$ cat config.mk
export PLATFORM = sky130hd
export DESIGN_NAME = temp_sensor_spi_reader
export DESIGN_NICKNAME = d
export VERILOG_FILES = /design/src/rtl/temp_sensor_pkg.sv /design/src/rtl/sample_tick_gen.sv /design/src/rtl/temp_sensor_spi_reader.sv
export SDC_FILE = /design/constraint.sdc
export NUM_CORES = 1
export LEC_CHECK = 0
export ABC_CLOCK_PERIOD_IN_PS = 6010
export CAP_MARGIN = 15
export CORE_MARGIN = 10
export CORE_UTILIZATION = 65
export DETAILED_ROUTE_END_ITERATION = 10
export GPL_ROUTABILITY_DRIVEN = 0
export PLACE_DENSITY = 0.85
export SYNTH_ARGS = -nofsm -noshare
export SYNTH_HDL_FRONTEND = slang
export SYNTH_HIERARCHICAL = 1
export SYNTH_SLANG_ARGS = --single-unit
$ cat constraint.sdc
create_clock -name clk -period 6.01 [get_ports clk]
set_input_delay 1.202 -clock clk [delete_from_list [all_inputs] [get_ports clk]]
set_output_delay 1.202 -clock clk [all_outputs]
set_load 0.01 [all_outputs]
$ cat src/rtl/temp_sensor_pkg.sv
// Shared constants and helpers for the SPI temperature sensor reader.
// CELSIUS_W is also the input width of the downstream Fahrenheit converter.
package temp_sensor_pkg;

  localparam int unsigned FRAME_BITS = 16;
  localparam int unsigned INT_MSB    = 15;
  localparam int unsigned INT_LSB    = 7;
  localparam int unsigned CELSIUS_W  = 8;

  typedef logic [2:0] state_t;

  localparam state_t StIdle    = 3'd0;
  localparam state_t StCsSetup = 3'd1;
  localparam state_t StShift   = 3'd2;
  localparam state_t StCsHold  = 3'd3;
  localparam state_t StUpdate  = 3'd4;

  // Integer part of a 1/128 degC two's-complement word, negatives clamped to zero.
  function automatic logic [CELSIUS_W-1:0] clamp_celsius(input logic [FRAME_BITS-1:0] word);
    return word[INT_MSB] ? '0 : word[INT_MSB-1:INT_LSB];
  endfunction

endpackage

$ cat src/rtl/sample_tick_gen.sv
// Free-running sample timer: counts 0..PERIOD-1 and flags the wrap cycle.
module sample_tick_gen #(
  parameter int unsigned PERIOD = 100_000_000
) (
  input  logic clk,
  input  logic rst_n,
  output logic tick
);

  logic [31:0] cnt_q;

  assign tick = (cnt_q == 32'(PERIOD - 1));

  always_ff @(posedge clk or negedge rst_n) begin
    if (!rst_n) begin
      cnt_q <= '0;
    end else if (tick) begin
      cnt_q <= '0;
    end else begin
      cnt_q <= cnt_q + 32'd1;
    end
  end

endmodule

$ cat src/rtl/temp_sensor_spi_reader.sv
// Periodic SPI mode-0 reader for a 16-bit temperature sensor; presents the clamped
// integer Celsius value with a one-cycle valid strobe.
module temp_sensor_spi_reader
  import temp_sensor_pkg::*;
#(
  parameter int unsigned CLK_DIV       = 50,
  parameter int unsigned SAMPLE_PERIOD = 100_000_000
) (
  input  logic                 clk,
  input  logic                 rst_n,
  input  logic                 start,
  input  logic                 spi_miso,
  output logic                 spi_cs_n,
  output logic                 spi_sclk,
  output logic [CELSIUS_W-1:0] celsius_value,
  output logic                 valid,
  output logic                 busy,
  output logic                 sensor_neg
);

  localparam logic [7:0] DivLast  = 8'(CLK_DIV - 1);
  localparam logic [4:0] HalfLast = 5'(2 * FRAME_BITS - 1);

  logic                  tick;
  state_t                state_q, state_d;
  logic [7:0]            div_q, div_d;
  logic [4:0]            half_q, half_d;
  logic [FRAME_BITS-1:0] shreg_q, shreg_d;
  logic                  pending_q, pending_d;
  logic                  cs_n_q, cs_n_d;
  logic                  sclk_q, sclk_d;
  logic [CELSIUS_W-1:0]  celsius_q;
  logic                  neg_q, valid_q;
  logic                  div_last, go;

  sample_tick_gen #(
    .PERIOD(SAMPLE_PERIOD)
  ) u_tick (
    .clk  (clk),
    .rst_n(rst_n),
    .tick (tick)
  );

  assign div_last = (div_q == DivLast);
  assign go       = start | tick | pending_q;

  always_comb begin
    state_d   = state_q;
    div_d     = div_q;
    half_d    = half_q;
    shreg_d   = shreg_q;
    pending_d = pending_q;

    case (state_q)
      StIdle: begin
        if (go) begin
          state_d = StCsSetup;
          div_d   = '0;
        end
      end
      StCsSetup: begin
        if (div_last) begin
          state_d = StShift;
          div_d   = '0;
          half_d  = '0;
        end else begin
          div_d = div_q + 8'd1;
        end
      end
      StShift: begin
        // Even half-periods are SCLK low; leaving one raises SCLK and samples MISO.
        if (div_last) begin
          div_d = '0;
          if (!half_q[0]) begin
            shreg_d = {shreg_q[FRAME_BITS-2:0], spi_miso};
          end
          if (half_q == HalfLast) begin
            state_d = StCsHold;
          end else begin
            half_d = half_q + 5'd1;
          end
        end else begin
          div_d = div_q + 8'd1;
        end
      end
      StCsHold: begin
        if (div_last) begin
          state_d = StUpdate;
          div_d   = '0;
        end else begin
          div_d = div_q + 8'd1;
        end
      end
      StUpdate: state_d = StIdle;
      default:  state_d = StIdle;
    endcase

    // One-deep request memory: anything arriving mid-frame collapses into one flag.
    if (state_q == StIdle) begin
      if (go) pending_d = 1'b0;
    end else if (start || tick) begin
      pending_d = 1'b1;
    end

    cs_n_d = !((state_d == StCsSetup) || (state_d == StShift) || (state_d == StCsHold));
    sclk_d = (state_d == StShift) && half_d[0];
  end

  always_ff @(posedge clk or negedge rst_n) begin
    if (!rst_n) begin
      state_q   <= StIdle;
      div_q     <= '0;
      half_q    <= '0;
      shreg_q   <= '0;
      pending_q <= 1'b1;
      cs_n_q    <= 1'b1;
      sclk_q    <= 1'b0;
      celsius_q <= '0;
      neg_q     <= 1'b0;
      valid_q   <= 1'b0;
    end else begin
      state_q   <= state_d;
      div_q     <= div_d;
      half_q    <= half_d;
      shreg_q   <= shreg_d;
      pending_q <= pending_d;
      cs_n_q    <= cs_n_d;
      sclk_q    <= sclk_d;
      valid_q   <= (state_q == StUpdate);
      if (state_q == StUpdate) begin
        celsius_q <= clamp_celsius(shreg_q);
        neg_q     <= shreg_q[INT_MSB];
      end
    end
  end

  assign spi_cs_n      = cs_n_q;
  assign spi_sclk      = sclk_q;
  assign celsius_value = celsius_q;
  assign valid         = valid_q;
  assign sensor_neg    = neg_q;
  assign busy          = (state_q != StIdle);

endmodule

* After elaboration in Yosys (flattened, before gate mapping) *
Cells that the tools add are included.

word-level totals
  logic and storage cells = 65
  input bits = 4
  output and inout port bits = 13
  register bits after elaboration = 77

cells by class
  add/subtract/negate cells = 3
  reduce and logical (&&, ||, !) cells = 15
  bitwise gates (word level) = 3
  equal/unequal tests = 14
  muxes and demuxes = 18

operators with widths
  cell                                                                count
  32-bit by 1-bit adder with 32-bit output (second input constant)    1
  32-bit by 27-bit == test with 1-bit output (second input constant)  1
  32-bit two-way mux                                                  1
  8-bit two-way mux                                                   3
  8-bit case mux with 2 select lines                                  1
  3-bit two-way mux                                                   5
  5-bit two-way mux                                                   3
  3-bit by 2-bit == test with 1-bit output (second input constant)    4
  3-bit case mux with 4 select lines                                  1
  5-bit case mux with 2 select lines                                  1
  8-bit by 1-bit adder with 8-bit output (second input constant)      1
  8-bit by 6-bit == test with 1-bit output (second input constant)    1
  2-bit inequality test (second input constant)                       4
  3-bit by 1-bit == test with 1-bit output (second input constant)    2
  2-bit nonzero test                                                  3
  5-bit by 1-bit adder with 5-bit output (second input constant)      1
  5-bit == test (second input constant)                               1
  2-bit AND reduction                                                 2
  4-bit AND reduction                                                 1
  3-bit == test (second input constant)                               1
  3-bit zero test                                                     1
  1-bit logical OR                                                    3
  1-bit two-way mux                                                   3
  3-bit AND reduction                                                 1
  6 further kinds                                                     7

* Depth between registers and ports, before layout *
  depth after elaboration = 9
  gate-level depth with buffers = 9

* Modules after synthesis *
Netlist, hierarchy kept.

modules (own cells, without submodules)
  module                  sequential area each (sq um)  area each (sq um)  cells each  times used
  temp_sensor_spi_reader  1128.6                        2144.6             186         1
  sample_tick_gen         800.8                         1701.6             172         1

* Least setup slack after synthesis *
No wires, ideal clock.

  path type = reg-to-reg
  start = register u_tick.cnt_q[12]
  end = register div_q[2]
  path buffers = 1
  slack = 3.882 ns
  cell stages (with the launch flop) = 10
  arrival time = 2.001 ns
  required time = 5.883 ns
  clock period less this slack = 2.128 ns
  cells stage by stage = dfrtp_1 buf_6 nor4bb_1 nand2_1 or3_1 nor2_2 nor3_1 a21oi_1 o21a_1 a21oi_1

on the way
  longest elaborated chain between the ends = 5

ends and longest elaborated chain
  what                                        line                           source
  start: declaration                          sample_tick_gen.sv:10          logic [31:0] cnt_q;
  start signal: assignment                    sample_tick_gen.sv:20          cnt_q <= cnt_q + 32'd1;
  32-bit by 27-bit == test with 1-bit output  sample_tick_gen.sv:12          assign tick = (cnt_q == 32'(PERIOD - 1));
  named net tick                              temp_sensor_spi_reader.sv:24   logic tick;
  1-bit OR (2 in series)                      temp_sensor_spi_reader.sv:45   assign go = start | tick | pending_q;
  2-bit inequality test (no source line)      -
  2-bit AND reduction (no source line)        -
  end signal: assignment                      temp_sensor_spi_reader.sv:123  div_q <= div_d;
  end: declaration                            temp_sensor_spi_reader.sv:26   logic [7:0] div_q, div_d;

The timed path passes the listed nets, and every way through them passes these cells.
A chain may end at the register's enable or synchronous reset.

* Worst setup path in the final report *
  start = register state_q[2]
  end = output port busy

on the way
  longest elaborated chain between the ends = 1

ends and longest elaborated chain
  what                      line                           source
  start: declaration        temp_sensor_spi_reader.sv:25   state_t state_q, state_d;
  start signal: assignment  temp_sensor_spi_reader.sv:111  state_q <= StIdle;
  start signal: assignment  temp_sensor_spi_reader.sv:122  state_q <= state_d;
  3-bit nonzero test        temp_sensor_spi_reader.sv:142  assign busy = (state_q != StIdle);
  end: declaration          temp_sensor_spi_reader.sv:17   output logic busy,

Every way passes these cells.

==> results by group <==
Yosys
  • Sequential fraction of the synthesis area: 50.2%
  • Mux cell area share after synthesis: 6.47%
  • Gate count after technology mapping: 358
  • Adder and majority cell fraction of the synthesized area: 1.63%
  • Cell types with the largest area share after synthesis: dfrtp_1, mux2_4, nand2_1
  • Summed instance area of the synthesized netlist: 0.00385 mm2
  • Cell taking the most area after synthesis: dfrtp_1
  • Library cells used by synthesis: 57
  • Share of synthesized cell area in and, or, nand and nor gates: 23.9%
  • Largest family of logic cells by synthesized area: simple AND/OR/NAND/NOR gates
  • Mean instance size in the synthesized netlist: 10.7 um2
  • Complex-gate fraction of the synthesized area: 8.91%
  • Share of the synthesized area in the top cell type: 48.8%
  • Most used DFF post-synth: dfrtp_1
  • Synth async-reset ratio: 100%
  • XOR/XNOR Fraction of Synth Area: 5.01%
  • Warning count from the yosys run: 6
  • Synthesis-stage register bit count: 77
  • Total nets after synthesis: 367
  • Number of flops mapped to enable cells by yosys: 0

Clocking
  • CTS clock-pin slew for the worst setup and hold paths: 70 ps
  • Root Buffer: clkbuf_8
  • Number of H-tree levels: 3
  • Clock sink count: 77
  • Total of hold buffers inserted after clock tree synthesis: 0
  • Clock latency reported for the late side of the worst-skew pair: 350 ps
  • Maximum buffer depth of the clock tree: 2
  • Postcts setup bufs: 0
  • CTS tree: yes
  • Inserted Clock Buffers: 9
  • Cts repair resizes: 0

Placed design
  • Total placed cells including tap cells: 433
  • Worst slack, placed: 3380 ps
  • Detail Placement HPWL: 5170 um
  • Input/output buffers: 16

Hold path
  • Hold path start: celsius_value[7]$_DFFE_PN0P_
  • Worst min path class: flop to flop
  • Hold endpoint: celsius_value[7]$_DFFE_PN0P_
  • Instance count along the most critical hold path: 2

Pwr
  • Overall Power: 1110 uW
  • Leakage power total: 0.00188 uW
  • Max IR drop VDD: 205 uV
  • Power per standard cell area: 266 mW/mm2

Worst setup path
  • Crit path launch type: flop
  • Critical path's top delay family: buffers and inverters
  • CP Data Arrival Time: 1700 ps
  • Critical-path maximum fanout: 12
  • Worst stage delay on the critical path: 520 ps
  • Number of cell instances on the worst register-to-register path: 8
  • Required time of the worst setup path: 4810 ps
  • Buffers and inverters on the worst path: 2
  • Sequence of cells on the critical path: nor3_1 -> inv_1 -> clkdlybuf4s50_1
  • Cell with the largest stage delay on the worst path: dfrtp_1
  • Crit path capture type: output port
  • Register-to-register setup slack: 3440 ps
  • Reg2reg end: div_q[2]$_DFFE_PN0P_
  • Worst r2r src: u_tick/cnt_q[25]$_DFF_PN0_
  • Startpoint-to-endpoint class of the critical path: flop to output port

STA
  • Highest Clock Rate: 344 MHz
  • Number of pins exceeding their max-slew limit in the final report: 0
  • Worst Slack Setup Final: 3110 ps
  • Share of the clock period used by the worst path: 48.3%
  • Final setup fails: 0
  • Crit path time final: 2900 ps
  • Clock skew: 10.1 ps
  • Setup TNS: 0 ps
  • Tightest slew margin relative to the limit: 36.1%
  • Hold Fails Final Rpt: 0
  • RSZ-0062 raised after global routing: false
  • Measured slew at the worst slew-check pin: 958 ps

Routing
  • Number of vias in the routed layout: 2794
  • Number of vias per cell after detailed routing: 6.24
  • Count of routing violations after the opening detailed-route iteration: 170
  • Remaining DRCs: 0
  • Max layer used: met4
  • DRT Pass-1 Iters: 4
  • ANT nets after route: 0
  • Aggregate routed wire length: 7760 um
  • Met1 layer wirelength in the final routing: 3440 um
  • Detailed route wirelength on metal3: 295 um
  • Length of routed met2 wiring: 3850 um
  • WL/cell: 17.3 um

Job
  • Maximum Capacitance Violations: 0

Global routing
  • Total global routing track utilization: 16.4%
  • First-pass GRT wire length: 13200 um
  • Number of global-route vias before repair: 2742
  • Maximum number of pins on one net before global-route repair: 78
  • Grt ovf: 0
  • Initial antenna violation count: 0

Die
  • Site row count: 27
  • Horizontal die dimension: 96.9 um
  • Die boundary height: 96.9 um
  • Die Footprint: 0.00939 mm2
  • Floorplan core area: 0.00561 mm2
  • Starting Density: 68.6%
  • Io pins: 17

Finish
  • Area Growth Syn to Fin: 8.52%
  • Final Instance Count excl. Fillers: 448
  • Net total in the final layout: 381
  • Fill cells: 404
  • Fraction of layout instances using a drive strength above 1: 13.3%
  • Antenna Diode Count: 0

Outcome
  • Outcome: complete, no violations
==> cells by family (layout without fill, tap and decap cells) <==
| family | count (synthesis) | after routing |
|---|---|---|
| AND/OR/NAND/NOR | 157 | 157 |
| adder cells (fa/ha/maj) | 5 | 5 |
| XOR/XNOR | 22 | 22 |
| buffers and inverters | 24 | 42 |
| multiplexers | 19 | 19 |
| AO/OA/AOI/OAI | 54 | 54 |
| flip-flops | 77 | 77 |
==> per-stage QoR <==
stage | utilization [%] | hold WS (ps) | cell area, um2
after floorplan | - | 459 | 3850
after global placement | 71.0 | 466 | 3980
after detailed placement | 71.0 | 470 | 3980
after CTS | 74.4 | 488 | 4170
after global routing | 74.4 | 523 | 4170
final | 74.4 | 481 | 4170
==> power by group <==
part	switching, uW	internal, uW	leakage, uW
combinational	72.6	49.4	0.000750
clock	186	200	0.0000992
sequential	50.7	550	0.00103
total	310	800	0.00188
==> how the worst max path moves through the flow <==
| stage | start | to | slack (ps) | cells past startpoint |
|---|---|---|---|---|
| 6_report | state_q[2]$_DFF_PN0_ | busy | 3110 | 3 |
| 5_1_grt | state_q[2]$_DFF_PN0_ | busy | 3020 | 3 |
| 4_1_cts | state_q[2]$_DFF_PN0_ | busy | 3090 | 3 |
| 3_5_place_dp | start | div_q[2]$_DFFE_PN0P_ | 3380 | 5 |
| 3_3_place_gp | start | state_q[0]$_DFF_PN0_ | 3470 | 5 |
| 2_1_floorplan | u_tick/cnt_q[12]$_DFF_PN0_ | div_q[2]$_DFFE_PN0P_ | 3880 | 9 |
==> cells in the mapped netlist (3+ instances only) <==
cell      number
clkbuf_1       4
ha_1           5
xnor2_1       15
nor4_1         4
o41ai_1        4
nand4_1       12
o21ai_1        5
nor4b_1        4
dfrtp_1       75
a31oi_1        8
mux2_2         7
xor2_1         7
buf_6          4
o21ai_0       14
mux2_4        10
and4_1         4
and3_1        10
inv_1         11
nor2_1        17
a21oi_1        8
nand3_1       20
nor3_1         8
nand2_1       40
nand2b_1       9
a21o_1         4
buf_2          3
or3_1          5
==> worst reg2reg max path, cell delays in order, from the launching register on <==
cell and delay [ps]:
dfrtp_1 460, nor4b_1 380, nand2_1 70, or3_1 430, nor2_2 360, nor3_1 190
a21oi_1 310, o21a_1 180, a21oi_1 70
==> cell type report <==
class	count	area [um2]	share of cell area [%]
timing repair buffer	16	158	3.78
tap	72	90.1	2.16
clock inverter	4	48.8	1.17
clock buffer	11	141	3.39
inverter	11	41.3	0.989
multi-input combinational	257	1770	42.3
sequential	77	1930	46.2
==> registers in the layout (all words and copies together) (netlist names) <==
signal	count
u_tick/cnt_q	32
shreg_q	16
celsius_value	8
div_q	8
half_q	5
state_q	3
pending_q	1
sensor_neg	1
spi_cs_n	1
spi_sclk	1
valid	1
==> per-layer routing <==
layer	up-vias	GRT usage, %
met4	0	8.68
li1	1323	-
met1	1390	20.1
met5	-	0
met2	64	26.7
met3	17	2.77
==> cell usage in the layout (no fill, tap or decap), types with 4 or more instances in the layout <==
cell type,n
dfrtp_1,75
nand2_1,40
nand3_1,20
nor2_1,17
xnor2_1,15
clkdlybuf4s50_1,15
o21ai_0,14
nand4_1,12
inv_1,11
and3_1,10
mux2_4,10
clkbuf_8,10
nand2b_1,9
nor3_1,8
a21oi_1,8
a31oi_1,8
mux2_2,7
xor2_1,7
or3_1,5
o21ai_1,5
ha_1,5
o41ai_1,4
a21o_1,4
nor4_1,4
nor4b_1,4
and4_1,4
No activity file was read; power rests on OpenSTA's default activity.
